**src/rtl/mips_fetch_unit.sv**
```systemverilog
// Purpose: MIPS instruction-fetch stage; owns the PC and the IF/ID pipeline register.
// Latency: 1 cycle from prog_counter to ifid_*; a taken redirect costs one bubble.
// Backpressure: stall freezes PC and IF/ID; redirect (jump/branch) beats stall and squashes IF/ID.
//
// Ports:
//   clk, rst_n               clock, synchronous active-low reset
//   instruction              word read combinationally from mips_instr_mem at prog_counter
//   stall                    hazard freeze (must come from registered / ID-stage logic)
//   branch_taken/offset      taken conditional branch from ID, signed word offset
//   jump/jump_target         J/JAL from ID, 26-bit instr_index
//   prog_counter             fetch address to instruction memory
//   ifid_instr/pc/pc_plus1   IF/ID register contents
//   ifid_valid               IF/ID holds a real instruction (0 = bubble)
// Optional feature macro: FETCH_PERF_CNT_EN adds perf_fetched / perf_stalls counters.
module mips_fetch_unit #(
  parameter logic [31:0] RESET_PC = 32'd0
) (
  input  logic        clk,
  input  logic        rst_n,
  input  logic [31:0] instruction,
  input  logic        stall,
  input  logic        branch_taken,
  input  logic [15:0] branch_offset,
  input  logic        jump,
  input  logic [25:0] jump_target,
  output logic [31:0] prog_counter,
  output logic [31:0] ifid_instr,
  output logic [31:0] ifid_pc,
  output logic [31:0] ifid_pc_plus1,
  output logic        ifid_valid
`ifdef FETCH_PERF_CNT_EN
  ,
  output logic [31:0] perf_fetched,
  output logic [31:0] perf_stalls
`endif
);

  logic        redirect;
  logic        load_ifid;
  logic [31:0] pc_plus1;
  logic [31:0] branch_sext;
  logic [31:0] nxt_pc;
  logic [31:0] nxt_instr;
  logic [31:0] nxt_ifid_pc;
  logic [31:0] nxt_ifid_pc_plus1;
  logic        nxt_valid;

  // Redirect inputs describe the instruction sitting in IF/ID, so they are
  // meaningless while IF/ID holds a bubble.
  assign redirect    = ifid_valid & (jump | branch_taken);
  assign pc_plus1    = prog_counter + 32'd1;
  assign branch_sext = {{16{branch_offset[15]}}, branch_offset};

  always_comb begin
    nxt_pc            = pc_plus1;
    nxt_instr         = ifid_instr;
    nxt_ifid_pc       = ifid_pc;
    nxt_ifid_pc_plus1 = ifid_pc_plus1;
    nxt_valid         = ifid_valid;
    load_ifid         = 1'b0;
    if (redirect) begin
      // Jump outranks branch; the word fetched this cycle is on the wrong path.
      if (jump) begin
        nxt_pc = {ifid_pc_plus1[31:26], jump_target};
      end else begin
        nxt_pc = ifid_pc_plus1 + branch_sext;
      end
      nxt_valid = 1'b0;
      nxt_instr = 32'd0;
    end else if (stall) begin
      nxt_pc = prog_counter;
    end else begin
      load_ifid         = 1'b1;
      nxt_instr         = instruction;
      nxt_ifid_pc       = prog_counter;
      nxt_ifid_pc_plus1 = pc_plus1;
      nxt_valid         = 1'b1;
    end
  end

  always_ff @(posedge clk) begin
    if (!rst_n) begin
      prog_counter  <= RESET_PC;
      ifid_instr    <= 32'd0;
      ifid_pc       <= 32'd0;
      ifid_pc_plus1 <= 32'd0;
      ifid_valid    <= 1'b0;
    end else begin
      prog_counter  <= nxt_pc;
      ifid_instr    <= nxt_instr;
      ifid_pc       <= nxt_ifid_pc;
      ifid_pc_plus1 <= nxt_ifid_pc_plus1;
      ifid_valid    <= nxt_valid;
    end
  end

`ifdef FETCH_PERF_CNT_EN
  always_ff @(posedge clk) begin
    if (!rst_n) begin
      perf_fetched <= 32'd0;
      perf_stalls  <= 32'd0;
    end else begin
      if (load_ifid) begin
        perf_fetched <= perf_fetched + 32'd1;
      end
      if (stall && !redirect) begin
        perf_stalls <= perf_stalls + 32'd1;
      end
    end
  end
`else
  // Without counters the load strobe has no consumer.
  logic unused_load;
  assign unused_load = load_ifid;
`endif

endmodule

```
**config.mk**
```make
export PLATFORM = sky130hd
export DESIGN_NAME = mips_fetch_unit
export DESIGN_NICKNAME = d
export VERILOG_FILES = /design/src/rtl/mips_fetch_unit.sv
export SDC_FILE = /design/constraint.sdc
export NUM_CORES = 1
export LEC_CHECK = 0
export ABC_AREA = 1
export CORE_ASPECT_RATIO = 1.1
export CORE_MARGIN = 5
export CORE_UTILIZATION = 45
export DETAILED_ROUTE_END_ITERATION = 10
export PLACE_DENSITY_LB_ADDON = 0.3
export RECOVER_POWER = 100
export SLEW_MARGIN = 20
export SYNTH_ARGS = -nofsm -noshare
export SYNTH_HDL_FRONTEND = slang
export SYNTH_SLANG_ARGS = --single-unit
```
**constraint.sdc**
```tcl
create_clock -name clk -period 2.19 [get_ports clk]
set_clock_uncertainty 0.05 [all_clocks]
set_input_delay 0.657 -clock clk [delete_from_list [all_inputs] [get_ports clk]]
set_output_delay 0.657 -clock clk [all_outputs]
set_load 0.05 [all_outputs]
```
# Yosys cells after proc, flatten, opt, wreduce, memory -nomap -nowiden
# Index checks and enable logic that the tools add are counted.
# word_totals
ff_bits,129
input_bits,79
out_inout_bits,129
elab_cells,18
# classes
addsub,2
n_eq_ne,1
muxes,3
bitwise_logic,5
reduce_logical,2
# op_table
operator,count
2-to-1 mux 32 bit,3
"adder 32 x 1 -> 32 bit, second input constant",1
adder 32 bit,1
NOT 1 bit,3
"inequality test 2 x 1 -> 1 bit, second input constant",1
AND reduction 2 bit,1
OR reduction 2 bit,1
AND 1 bit,1
bitwise OR 1 bit,1

# Depth between registers and ports, before layout
# Gate-level depths: netlist (run 1).
# logic_depth
ltp_word,4
depth_mapped,15
depth_no_buf,15

# Worst setup path before layout (run 1)
# Ideal clock, no wire load.
# synth_timing
kind,input -> register
from,input port branch_offset[0]
to,register prog_counter[18]
setup_ps,132
arrival_ps,2108
required_ps,2008
setup_slack_ps,-100
cell_stages,14
n_path_buf,0
path_cell_list,ha_1 -> fa_1 -> nand3_1 -> nand2_1 -> nand2_1 -> nand2_1 -> nand2_1 -> nand2_1 -> nand2_1 -> nand2_1 -> nand2_1 -> nand2_1 -> o21ai_0 -> a21oi_1
# synth_between
elab_chain_cells,3
# synth_lines
item,line_no,text
start: declaration,23,"input logic [15:0] branch_offset,"
adder 32 bit,66,nxt_pc = ifid_pc_plus1 + branch_sext;
2-to-1 mux 32 bit,63,if (jump) begin
2-to-1 mux 32 bit,61,if (redirect) begin
end signal: assignment,89,prog_counter <= nxt_pc;
end: declaration,26,"output logic [31:0] prog_counter,"
# Every way passes these cells.
# A chain may end at the register's enable or synchronous reset.

# Worst setup path in the final report (run 1)
# layout_timing
from,input port branch_offset[12]
to,register prog_counter[14]
# The elaborated chain is that of the path after synthesis.

==> qor.yml, run 1 <==
drt:
  wl_met3_mm: 2.487
  wl_met1_mm: 11.67
  drt_iter0_drc: 695
  routed_wl_mm: 31.14
  num_vias: 9456
  dr.pass1.iters: 5
  drc: 0
  avgRoutedWirePerCell_um: 17.17
  viasPerCell: 5.213
  met2_length_mm: 15.14
  drtAntennaViolNets: 0
  routed.top_layer: "met4"
yosys:
  synth_fa_ha_area_frac: 0.05360
  synth.area.top_cells: "dfxtp_1 (33%), nand2_1 (17%), a21oi_1 (10%)"
  synth-edff-count: 0
  synth_commonest_cells: "nand2_1 (359), a21oi_1 (163), nor2_1 (154), inv_1 (132), dfxtp_1 (129)"
  synth_top_area_frac: 0.3292
  synth_area_per_cell_sq_um: 6.305
  synth-seq-cells: 129
  synth_compound_area_frac: 0.1708
  synth.yosys.seq_area_share: 0.3292
  synth_area_sq_um: 7844
  yosys.area_share.simple: 0.3208
  post_synth_xor_area_fraction: 0.03461
  synth_nets: 1356
  synth.distinct_cells: 38
  synth_most_common_cell: "nand2_1"
  synth_ff_type: "dfxtp_1"
  ys_warn_count: 0
  synth_top_family_by_area: "simple AND/OR/NAND/NOR gates"
  async_flop_share: 0
  yosysTopAreaCell: "dfxtp_1"
  synthMuxAreaShare: 0
  synthCells: 1244
sta:
  fmax_mhz: 472.0
  min_period_over_period: 0.9674
  fin_hold_ws_ns: 0.4142
  setup_ws_ns: 0.07145
  setup_viol: 0
  slew_violations: 0
  relSlewSlack: 0.5641
  finalCriticalPeriod_ns: 2.119
  setup_tns_ns: 0
  finalHoldViolCount: 0
  max_slew.worst_pin.slew_ns: 0.6566
critical_path:
  cp.arrival_ns: 2.36
  setup.worst_path.end_class: "flip-flop"
  critPathBufInv: 4
  worstPathMaxFanout: 3
  path_delay_family: "compound AO/OA/AOI/OAI gates"
  max_stage_delay_ns: 0.26
  slowest_stage: "dlygate4sd2_1"
  cp.required_ns: 2.43
  path_cells: "dlygate4sd2_1 -> ha_4 -> buf_4 -> nand2_2 -> inv_1 -> a21oi_2 -> inv_1 -> a21oi_2 -> nand2_2 -> xor2_1 -> o21ai_1 -> a21oi_1"
  worstSetupStartpointType: "input port"
  crit_type: "input port to flip-flop"
finish:
  drive_gt1_frac: 0.2456
  syn2layout_area_growth_pct: 51.25
  stdcell_count: 1814
  antenna_cells: 0
  nets: 1679
  n_fill_cell: 1544
floorplan:
  pin_count: 208
  start_util: 0.4593
  die_h_um: 148.5
  dieWidth_um: 135.9
  fp.coreArea_sq_um: 17080
  die_area_sq_um: 20170
  rows: 50
clock_tree:
  cts-root-buf: "clkbuf_16"
  cts_tree: "built"
  hold_buffers: 0
  clock-sinks: 129
  cts_buffer_depth: 2
  htreeDepth: 4
  cts_buffers: 17
  clk_latency_ns: 0.42
  clk_pin_slew_ns: 0.06
grt:
  gr-total-overflow: 0
  grt_start_max_net_pins: 61
  grt_pass1_wl_mm: 47.24
  grt_pass1_vias: 9269
  grt_antenna_before_repair: 0
  grt.total_usage: 0.2989
power:
  power.density_nw_per_um2: 629.3
  p_leak_nw: 5.305
  irDropWorstVdd_uv: 574.1
hold_path:
  min_path_type: "flip-flop to flip-flop"
place:
  io_buffer_count: 207
  dp.cells: 1779
  place_ws_ns: -0.8545
  dpl.hpwl_mm: 23.97
  gp_congestion: 0.9864
status:
  status: "finished clean"
flow_run:
  cap_violations: 0
[tightest hold or removal path: stages, from the launching register on]
cell and delay, ns:
dfxtp_1 0.31, nand2_1 0.06, a21oi_1 0.05
[timing repair]
item,in CTS,in global routing
endpoints found under the hold margin,0,0
setup buffers,2,1
cloned,1,1
pin swaps,41,13
setup endpoints to repair,31,19
gates resized for setup,118,62
[flip-flops by register name, indices dropped and copies added (netlist names)]
signal / count
ifid_pc_plus1: 32
ifid_instr: 32
ifid_pc: 32
ifid_valid: 1
prog_counter: 32
[layout by cell type (no fill, tap or decap), types with 29 or more instances in the layout]
| cell type | instances |
|---|---|
| a21oi_1 | 138 |
| nand2_1 | 322 |
| o21ai_0 | 52 |
| buf_4 | 127 |
| dfxtp_1 | 128 |
| clkbuf_2 | 61 |
| nand2_2 | 34 |
| xor2_1 | 29 |
| nand3_1 | 44 |
| inv_1 | 130 |
| clkdlybuf4s50_1 | 62 |
| nor2_1 | 139 |
| clkbuf_1 | 67 |
[logic make-up (layout without fill, tap and decap cells)]
family / Yosys count / count (layout)
flip-flops: 129 / 129
AND/OR/NAND/NOR: 612 / 612
buffers and inverters: 185 / 521
XOR/XNOR: 31 / 31
AO/OA/AOI/OAI: 254 / 254
adder cells (fa/ha/maj): 33 / 33
[final timing paths]
check                                start                       endpoint  slack, ns  cells after the start
max                      branch_offset[12]  prog_counter[14]$_SDFFE_PN0P_       0.07                     12
min             ifid_instr[2]$_SDFFE_PP0N_     ifid_instr[2]$_SDFFE_PP0N_       0.41                      2
max reg2reg  ifid_pc_plus1[0]$_SDFFE_PN0P_  prog_counter[14]$_SDFFE_PN0P_       0.10                     11
min reg2reg     ifid_instr[2]$_SDFFE_PP0N_     ifid_instr[2]$_SDFFE_PP0N_       0.41                      2
[report_power, final]
group / internal, W / leakage, nW / switching (W)
registers: 0.00249 / 1.06 / 0.000129
clock network: 0.00176 / 0.291 / 0.00114
logic: 0.000678 / 3.96 / 0.00127
[routing by layer]
| metal | global-route usage | vias to the layer above |
|---|---|---|
| met4 | 0.1694 | 0 |
| met5 | 0 | - |
| li1 | - | 4646 |
| met3 | 0.07612 | 106 |
| met1 | 0.3356 | 4300 |
| met2 | 0.5127 | 404 |
[per-stage QoR]
stage	utilization	total power [W]	area [sq um]
floorplan	-	0.003724	7864
global placement	0.6403	0.004551	10940
detailed placement	0.6403	0.004571	10940
CTS	0.7038	0.007524	12020
global route	0.6947	0.007739	11860
finish	0.6947	0.007465	11860
[final cells by class]
type | count | area (sq um) | share of cell area
Clock buffer | 19 | 452.9 | 0.03818
Clock inverter | 13 | 150.1 | 0.01266
Inverter | 137 | 514.2 | 0.04335
Multi-Input combinational cell | 930 | 5288 | 0.4457
Sequential cell | 129 | 2584 | 0.2178
Tap cell | 234 | 292.8 | 0.02468
Timing Repair Buffer | 352 | 2582 | 0.2177
Power figures use the tool's default switching activity.
==> run 2, diff against run 1 <==
--- a/config.mk
+++ b/config.mk
@@ -8,10 +8,11 @@
 export ABC_AREA = 1
 export CORE_ASPECT_RATIO = 1.1
 export CORE_MARGIN = 5
-export CORE_UTILIZATION = 45
+export CORE_UTILIZATION = 58
 export DETAILED_ROUTE_END_ITERATION = 10
+export DONT_BUFFER_PORTS = 1
 export PLACE_DENSITY_LB_ADDON = 0.3
-export RECOVER_POWER = 100
+export RECOVER_POWER = 50
 export SLEW_MARGIN = 20
 export SYNTH_ARGS = -nofsm -noshare
 export SYNTH_HDL_FRONTEND = slang
==> qor.yml, run 2 (synthesized netlist as in run 1, its figures left out) <==
status:
  status: "finished clean"
drt:
  num_vias: 8655  # -8.5%
  drt_iter0_drc: 934  # +34%
  drtAntennaViolNets: 0  # unchanged
  viasPerCell: 5.679  # +8.9%
  routed_wl_mm: 27.47  # -12%
  drc: 0  # unchanged
  dr.pass1.iters: 6  # +1
  avgRoutedWirePerCell_um: 18.03  # +5.0%
sta:
  fmax_mhz: 485.3  # +2.8%
  slew_violations: 0  # unchanged
  finalHoldViolCount: 0  # unchanged
  finalCriticalPeriod_ns: 2.060  # -0.05807 ns
  max_slew.worst_pin.slew_ns: 0.7154  # +0.05883 ns
  relSlewSlack: 0.5230  # -0.04110
  min_period_over_period: 0.9409  # -0.02652
  setup_ws_ns: 0.1295  # +0.05807 ns
  setup_viol: 0  # unchanged
floorplan:
  rows: 44  # -12%
  fp.coreArea_sq_um: 13210  # -23%
  die_h_um: 132.0  # -11%
  dieWidth_um: 120.9  # -11%
  start_util: 0.5937  # +0.1344
  pin_count: 208  # unchanged
  die_area_sq_um: 15950  # -21%
clock_tree:
  cts-root-buf: "clkbuf_16"
  hold_buffers: 0  # unchanged
  htreeDepth: 4  # unchanged
  cts_tree: "built"
  cts_buffer_depth: 2  # unchanged
  clk_latency_ns: 0.43  # about the same
  clk_pin_slew_ns: 0.06  # about the same
  clock-sinks: 129  # unchanged
  cts_resized: 0  # -100%
  cts_setup_buffers: 0  # -2
  cts_buffers: 17  # unchanged
critical_path:
  path_cells: "ha_1 -> nand3_4 -> nor2_4 -> nand2_4 -> nor3b_4 -> xor2_1 -> nor2_1 -> a21oi_1 -> a21oi_1"
  path_delay_family: "simple AND/OR/NAND/NOR gates"
  r2r_slack_ns: 0.13  # +0.03 ns
  rr_endpoint: "prog_counter[14]$_SDFFE_PN0P_"
  setup.worst_path.end_class: "flip-flop"
  cp.arrival_ns: 2.37  # about the same
  critPathBufInv: 0  # -4
  worstPathMaxFanout: 5  # +2
  crit_type: "flip-flop to flip-flop"
  worstSetupStartpointType: "flip-flop"
  cp.required_ns: 2.50  # +0.07 ns
  r2r_cells: 9  # -2
  slowest_stage: "dfxtp_1"
  cp_common_cell: "a21oi_1"
  timing.rr.start: "prog_counter[1]$_SDFFE_PN0P_"
  max_stage_delay_ns: 0.37  # +0.11 ns
finish:
  n_fill_cell: 1154  # -25%
  syn2layout_area_growth_pct: 20.67
  stdcell_count: 1524  # -16%
  nets: 1461  # -13%
  mostFrequentLayoutCells: "nand2_1 (351), a21oi_1 (163), nor2_1 (154)"
  layout.cells.most_common: "nand2_1"
  drive_gt1_frac: 0.1337  # -0.1118
grt:
  grt_antenna_before_repair: 2  # +2
  grt_pass1_vias: 8161  # -12%
  grt.total_usage: 0.3407  # +0.04181
  grt_start_max_net_pins: 92  # +51%
  grt_pass1_wl_mm: 43.08  # -8.8%
  gr-total-overflow: 0  # unchanged
power:
  p_total_w: 0.007154  # -4.2%
  irDropWorstVdd_uv: 594.9  # +3.6%
  p_leak_nw: 4.400  # -17%
  power.density_nw_per_um2: 755.8  # +20%
hold_path:
  min_path_cells: 2  # unchanged
  min_path_type: "input port to flip-flop"
  hold_start: "rst_n"
  holdPathEnd: "prog_counter[1]$_SDFFE_PN0P_"
flow_run:
  cap_violations: 0  # unchanged
place:
  place_ws_ns: -0.1619  # +0.6926 ns
  gp_congestion: 0.9753  # -1.1%
  dpl.hpwl_mm: 21.24  # -11%
  io_buffer_count: 0  # -100%
  dp.cells: 1491  # -16%
run 2: cell types whose count changed in the layout (fill, tap and decap cells not counted), sizes merged:
cell	before	now
clkinvlp	2	3
inv	140	138
diode	0	2
dlygate4sd2	17	0
clkdlybuf4s50	62	0
buf	141	93
clkinv	6	4
bufinv	2	4
clkbuf	151	60
run 2: cell type report:
class	instances	area (sq um)	area share
antenna	2	5.005	0.0005288
sequential	129	2584	0.2730
inverter	137	514.2	0.05433
timing repair buffer	134	917.1	0.09689
tap	161	201.4	0.02128
clock buffer	19	452.9	0.04785
clock inverter	12	178.9	0.01890
multi-input combinational	930	4612	0.4872
run 2: power breakdown:
| group | total (W) | internal, W | switching, W |
|---|---|---|---|
| registers | 0.00289 | 0.00249 | 0.000399 |
| logic | 0.00120 | 0.000384 | 0.000812 |
| clock network | 0.00307 | 0.00196 | 0.00111 |
run 2: routing by layer:
layer / track usage / share of wire / vias up
met5: 0 / 0 / -
met4: 0.2141 / 0.062 / 0
met3: 0.09142 / 0.091 / 101
met2: 0.5715 / 0.48 / 443
met1: 0.3791 / 0.36 / 3893
li1: - / - / 4218
run 2: worst reg2reg max path: stages (launching register included):
cell and delay, ns:
dfxtp_1 0.37, ha_1 0.25, nand3_4 0.13, nor2_4 0.14, nand2_4 0.09, nor3b_4 0.31, xor2_1 0.13, nor2_1 0.28
a21oi_1 0.07, a21oi_1 0.17
run 2: through the flow:
| stage | hold slack (ns) | utilization | cell area [sq um] | TNS [ns] |
|---|---|---|---|---|
| after global routing | 0.2794 | 0.7164 | 9465 | -0.1188 |
| after floorplan | 0.6350 | - | 7864 | 0 |
| after detailed placement | 0.4636 | 0.6747 | 8915 | -2.654 |
| after CTS | 0.2742 | 0.7225 | 9547 | 0 |
| final | 0.2891 | 0.7164 | 9465 | 0 |
| after global placement | 0.4586 | 0.6747 | 8915 | -2.067 |
run 2: worst max-delay path by stage:
stage,from,depth (start not counted),slack (ns),to
6_report,prog_counter[1]$_SDFFE_PN0P_,9,0.13,prog_counter[14]$_SDFFE_PN0P_
5_1_grt,ifid_pc_plus1[0]$_SDFFE_PN0P_,14,-0.07,prog_counter[28]$_SDFFE_PN0P_
4_1_cts,ifid_pc_plus1[0]$_SDFFE_PN0P_,14,0.12,prog_counter[22]$_SDFFE_PN0P_
3_5_place_dp,branch_offset[2],9,-0.16,prog_counter[11]$_SDFFE_PN0P_
3_3_place_gp,branch_offset[7],14,-0.15,prog_counter[28]$_SDFFE_PN0P_
2_1_floorplan,ifid_pc_plus1[2]$_SDFFE_PN0P_,14,0.004,prog_counter[31]$_SDFFE_PN0P_
